`src/rtl/booth_r4_mult.sv`:
```
// Sequential 8x8 signed radix-4 Booth multiplier (MUL unit beside the ALU).
// Optional `define BOOTH_ABORT_EN adds an abort input that cancels a multiply in flight.
module booth_r4_mult (
  input  logic        clk,
  input  logic        rst_b,
  input  logic        start,
  input  logic [7:0]  multiplicand,
  input  logic [7:0]  multiplier,
`ifdef BOOTH_ABORT_EN
  input  logic        abort,
`endif
  output logic        busy,
  output logic        done,
  output logic [15:0] product,
  output logic [2:0]  state_dbg
);

  localparam logic [2:0] IDLE  = 3'd0;
  localparam logic [2:0] LOAD  = 3'd1;
  localparam logic [2:0] ADD   = 3'd2;
  localparam logic [2:0] SHIFT = 3'd3;
  localparam logic [2:0] DONE  = 3'd4;

  logic [2:0]  state;
  logic [2:0]  nxt;
  logic [9:0]  a_reg;
  logic [7:0]  q_reg;
  logic        qm1;
  logic [7:0]  m_reg;
  logic [1:0]  iter;
  logic [9:0]  m_ext;
  logic [9:0]  m_x2;
  logic [9:0]  digit;
  logic [9:0]  sum;
  logic [18:0] shv;
  logic        abort_req;

  // Handshake: start is a request honoured only while idle (busy=0, done=0);
  // busy covers LOAD..last SHIFT, done is a single-cycle pulse with product valid.
  assign busy      = (state == LOAD) || (state == ADD) || (state == SHIFT);
  assign done      = (state == DONE);
  assign state_dbg = state;

`ifdef BOOTH_ABORT_EN
  assign abort_req = abort & busy;
`else
  assign abort_req = 1'b0;
`endif

  always_comb begin
    nxt = state;
    case (state)
      IDLE:    if (start) nxt = LOAD;
      LOAD:    nxt = ADD;
      ADD:     nxt = SHIFT;
      SHIFT:   nxt = (iter == 2'd3) ? DONE : ADD;
      DONE:    nxt = IDLE;
      default: nxt = IDLE;
    endcase
    if (abort_req) nxt = IDLE;
  end

  assign m_ext = {{2{m_reg[7]}}, m_reg};
  assign m_x2  = {m_reg[7], m_reg, 1'b0};

  always_comb begin
    digit = 10'd0;
    case ({q_reg[1:0], qm1})
      3'b001, 3'b010: digit = m_ext;
      3'b011:         digit = m_x2;
      3'b100:         digit = 10'd0 - m_x2;
      3'b101, 3'b110: digit = 10'd0 - m_ext;
      default:        digit = 10'd0;
    endcase
  end

  assign sum = a_reg + digit;
  // Arithmetic right shift by two of the {A,Q,qm1} chain.
  assign shv = {a_reg[9], a_reg[9], a_reg, q_reg[7:1]};

  always_ff @(posedge clk or negedge rst_b) begin
    if (!rst_b) begin
      state   <= IDLE;
      a_reg   <= 10'd0;
      q_reg   <= 8'd0;
      qm1     <= 1'b0;
      m_reg   <= 8'd0;
      iter    <= 2'd0;
      product <= 16'h0000;
    end else begin
      state <= nxt;
      case (state)
        LOAD: begin
          a_reg <= 10'd0;
          q_reg <= multiplier;
          qm1   <= 1'b0;
          m_reg <= multiplicand;
          iter  <= 2'd0;
        end
        ADD: a_reg <= sum;
        SHIFT: begin
          a_reg <= shv[18:9];
          q_reg <= shv[8:1];
          qm1   <= shv[0];
          iter  <= iter + 2'd1;
          if (iter == 2'd3 && !abort_req) product <= {shv[16:9], shv[8:1]};
        end
        default: ;
      endcase
    end
  end

endmodule

```
`config.mk`:
```
export PLATFORM = sky130hd
export DESIGN_NAME = booth_r4_mult
export DESIGN_NICKNAME = d
export VERILOG_FILES = /design/src/rtl/booth_r4_mult.sv
export SDC_FILE = /design/constraint.sdc
export NUM_CORES = 1
export LEC_CHECK = 0
export BUFFER_PORTS_ARGS = -buffer_cell sky130_fd_sc_hd__buf_4
export CORE_ASPECT_RATIO = 0.9
export CORE_MARGIN = 4
export CORE_UTILIZATION = 44
export DETAILED_ROUTE_END_ITERATION = 10
export GPL_TIMING_DRIVEN = 0
export MAX_ROUTING_LAYER = met4
export PLACE_DENSITY = 0.72
export SKIP_LAST_GASP = 1
export SLEW_MARGIN = 20
export SYNTH_ARGS = -nofsm -noshare
export SYNTH_HDL_FRONTEND = slang
export SYNTH_SLANG_ARGS = --single-unit
```
`constraint.sdc`:
```
create_clock -name clk -period 2.8 [get_ports clk]
set_input_delay 0.14 -clock clk [delete_from_list [all_inputs] [get_ports clk]]
set_output_delay 0.14 -clock clk [all_outputs]
set_load 0.01 [all_outputs]
```
# Word level (Yosys, flattened, before mapping)

Cells that the tools add are included.

Add/sub/neg operators: 4
Eq/ne operators: 12
Multiplexer cells: 8
Bitwise operators: 1
Reduce and logical (&&, ||, !) cells: 10

Operator list:

| operator             | number |
|---|---|
| $pmux 10 s4          | 1 |
| $pmux 10 s3          | 1 |
| $pmux 8 s2           | 1 |
| $eq 3x2->1 const B   | 4 |
| $eq 3x3->1 const B   | 4 |
| $pmux 3 s4           | 1 |
| $add 10x10->10       | 1 |
| $sub 1x9->10 const A | 1 |
| $sub 1x8->9 const A  | 1 |
| $eq 3x1->1 const B   | 2 |
| $mux 3               | 2 |
| $pmux 2 s2           | 1 |
| $reduce_and 2->1     | 2 |
| $reduce_bool 2->1    | 2 |
| $reduce_or 2->1      | 2 |
| $logic_not 3->1      | 1 |
| $reduce_bool 3->1    | 1 |
| $add 2x1->2 const B  | 1 |
| $eq 2x2->1 const B   | 1 |
| $logic_or 1x1->1     | 2 |
| $ne 2x2->1 const B   | 1 |
| $pmux 1 s2           | 1 |
| $not 1->1            | 1 |

Bits in registers: 48
Output and inout port bits: 21
Word-level logic and storage cells: 43

# Longest topological paths before layout

Word-level depth: 5
Mapped depth: 14
Gate-level depth less buffers: 14

# Worst setup path after synthesis

Ideal clock, no wire load.

Path type: reg2reg
Start: reg m_reg[0]
End: reg a_reg[9]
Library setup time: 131 ps
Arrival: 2750 ps
Required time: 2669 ps
Setup slack: -81 ps
Stages on the path, launching flop included: 15
Clock period less this slack: 2881 ps
Cell sequence: dfrtp_1 > inv_1 > ha_1 > or3b_4 > or4_4 > nor2_1 > nor3_1 > a21oi_1 > o21ai_0 > ha_1 > o21ai_0 > a21oi_1 > o221a_2 > o21ai_0 > nand3b_1

Cells in the longest elaborated chain, start to end: 4

Ends and longest elaborated chain:

| element                                            | RTL line | text |
|---|---|---|
| from (decl)                                        | 29       | `logic [7:0] m_reg;` |
| from (signal assigned)                             | 97       | `m_reg <= multiplicand;` |
| $sub 1x9->10 / $sub 1x8->9 (equally long branches) | 71, 72   |  |
| $pmux 10 s4 *                                      | 68       | `case ({q_reg[1:0], qm1})` |
| $add 10x10->10 *                                   | 77       | `assign sum = a_reg + digit;` |
| $pmux 10 s3 *                                      | 92       | `case (state)` |
| to (signal assigned)                               | 100      | `ADD: a_reg <= sum;` |
| to (signal assigned)                               | 102      | `a_reg <= shv[18:9];` |
| to (decl)                                          | 26       | `logic [9:0] a_reg;` |

Mark *: on every way between the ends. The rest lies on a longest branch, timed or not.
A chain may end at the register's enable or synchronous reset.

# Worst setup path in the final report

Ends and elaborated chain as after synthesis.

==> flow_summary.ini <==
[outcome]
status = finished, violations left
violations = setup timing

[timing]
rsz0062_at_grt = yes
hold_violations = 0
finalCritPeriodShare = 1.09
fin_ws_ps = -255
tightest_slew_ps = 719
tns_ps = -600
fmax_mhz = 327
finalCriticalPeriod_ps = 3050
clock_skew_ps = 3.55
holdWs_ps = 29.6
setup_viol = 4
slew-limit-headroom = 0.519
maxSlewViolCount = 0

[clocking]
numCtsBuffers = 5
root_buffer = clkbuf_8
cts_tree = built
cts_max_level = 2
clk_pin_slew_worst_paths_ps = 90
clk_latency_ps = 300
clock_path_buffers = 2
cts_sinks = 48

[floorplan]
die-width_um = 92.4
rows = 27
core_area_mm2 = 0.00618
ioPinCount = 40
initial_core_util = 0.457
die_h_um = 84.0
dieArea_mm2 = 0.00776

[synth]
synth_cell_types = 48
syn-num-nets = 323
yosys_warnings = 0
syn_area_per_cell_um2 = 9.67
synth-seq-area-share = 0.426
synth_top_area_frac = 0.426
netlist_instances = 292
netlist_area_mm2 = 0.00282
ys.flop_type = dfrtp_1
synth-edff-count = 0
synthArstFlopShare = 1.00
synth_seq_cells = 48
synth_area_leaders = dfrtp_1 (43%), mux2_2 (8.8%), o21ai_0 (5.9%)
yosys.area.top_type = dfrtp_1

[placed_design]
gp_congestion = 0.890
dpl_cell_area_mm2 = 0.00323
hpwl_um = 4500
io_buffer_count = 39

[critical_path]
timing.rr.start = m_reg[0]$_DFFE_PN0P_
cp.buffers_inverters = 1
required_ps = 2990
worst-r2r-cell-count = 14
endpoint_kind = flop
slowest_stage = or4_4
critPathArrivalTime_ps = 3240
crit_top_cell = o21ai_1
critical_path_class = reg -> reg
cp_max_fo = 5
critical_path.max_stage_delay_ps = 550
critPathLaunch = m_reg[0]$_DFFE_PN0P_
cp_cell_sequence = inv_2 > ha_4 > or3b_4 > or4_4 > nor2_2 > nor3_1 > a21oi_1 > o21ai_1 > ha_1 > o21ai_2 > a21oi_2 > o221a_2 > o21ai_1 > nand3b_1
startpoint_type = flop
critical_path.top_delay_family = simple AND/OR/NAND/NOR gates
cp_num_cells = 14

[finish]
multi_input_area_mm2 = 0.00166
largest_reg_flops = 16
fill_cells = 557
num_antenna_cells = 0
drive_gt1_frac = 0.338
seqCellArea_mm2 = 0.00120
fin_nets = 380
design_area_mm2 = 0.00354
layout_commonest_cell = buf_4
area_delta_synth_final_pct = 25.3
mostFrequentLayoutCells = buf_4 (51), dfrtp_1 (48), nand2_1 (35)

[global_route]
grt_max_degree = 49
grt_antenna_before_repair = 0
grt_pass1_wl_um = 11000
grt_pass1_vias = 2275
grt_usage = 0.179
grt-ovfl-total = 0

[pwr]
irDropWorstVdd_v = 0.000452
pwr_density_cell_mw_per_mm2 = 1310
cellLeakagePower_uw = 0.00165
finalPower_uw = 4640

[route]
drt_iter0_markers = 148
vias = 2337
drc = 0
wl_per_cell_um = 14.9
ant_nets = 0
wirelength_um = 6490
dr.pass1.iters = 4
viasPerCell = 5.36

[hold_path]
hp-start = multiplicand[0]
hold_depth = 3
min_path_type = in -> reg

[run]
maxCapViolations = 0
## tightest hold or removal path, stage by stage
cell	delay, ps
buf_4	80
nand2_1	30
o21ai_0	50
## synth_stat cells, types with 3 or more instances
cell      number
mux2_2        22
dfrtp_1       48
clkbuf_1       8
inv_1          7
nor2b_1        3
nand2b_1       5
nand3_1        5
o21ai_0       33
nand2_1       38
ha_1          11
a21oi_1       16
xor2_1         5
nor3_1        10
buf_4          3
a21o_1         3
xnor2_1        8
mux2i_1       11
nor2_1        19
## cells by family after synthesis
group,synth area share
simple gates,0.158
xor+xnor,0.0403
fa+ha+maj,0.0559
mux,0.127
flops,0.426
buf+inv,0.0359
compound gates,0.157
## stage by stage
step	setup slack (ps)	util	instances
3_3_place_gp	-319	0.523	418
4_1_cts	-260	0.562	436
2_1_floorplan	-75.5	-	292
3_5_place_dp	-367	0.523	418
6_report	-255	0.572	436
5_1_grt	-370	0.572	436
## layout make-up
type / count / share of cell area
clock buffers: 5 / 0.0195
plain buffers: 13 / 0.0216
multi-input cells: 224 / 0.470
inverters: 7 / 0.00743
repair buffers: 50 / 0.108
well taps: 87 / 0.0308
flip-flops and latches: 48 / 0.340
clock inverters: 2 / 0.00354
## power by group
| group | leakage (uW) | switching [uW] | internal [uW] |
|---|---|---|---|
| logic | 0.00100 | 1490 | 1430 |
| clock network | 0.0000400 | 245 | 170 |
| registers | 0.000604 | 301 | 1010 |
| total | 0.00165 | 2030 | 2610 |
## per-layer routing
layer | vias up | global-route usage | part of all wire
li1 | 1150 | - | -
met5 | - | - | 0
met3 | 7 | 0.0406 | 0.046
met4 | 0 | 0.0283 | 0.0068
met2 | 52 | 0.277 | 0.49
met1 | 1128 | 0.246 | 0.46
## repair_timing
item / CTS / global route
pin swaps: 18 / 12
setup endpoints to repair: 6 / 7
hold buffers: 1 / 0
buffers inserted: 10 / 0
resized for setup: 20 / 16
hold endpoints to repair: 48 / 0
## path summary, 6_finish.rpt
| kind | end | slack [ps] |
|---|---|---|
| max | a_reg[9]$_DFFE_PN0P_ | -250 |
| min | m_reg[0]$_DFFE_PN0P_ | 30 |
| max reg2reg | a_reg[9]$_DFFE_PN0P_ | -250 |
| min reg2reg | iter[1]$_DFFE_PN0P_ | 490 |
| max in group asynchronous | product[13]$_DFFE_PN0P_ | 1980 |
| min in group asynchronous | product[9]$_DFFE_PN0P_ | 390 |
Power figures use the tool's default switching activity.
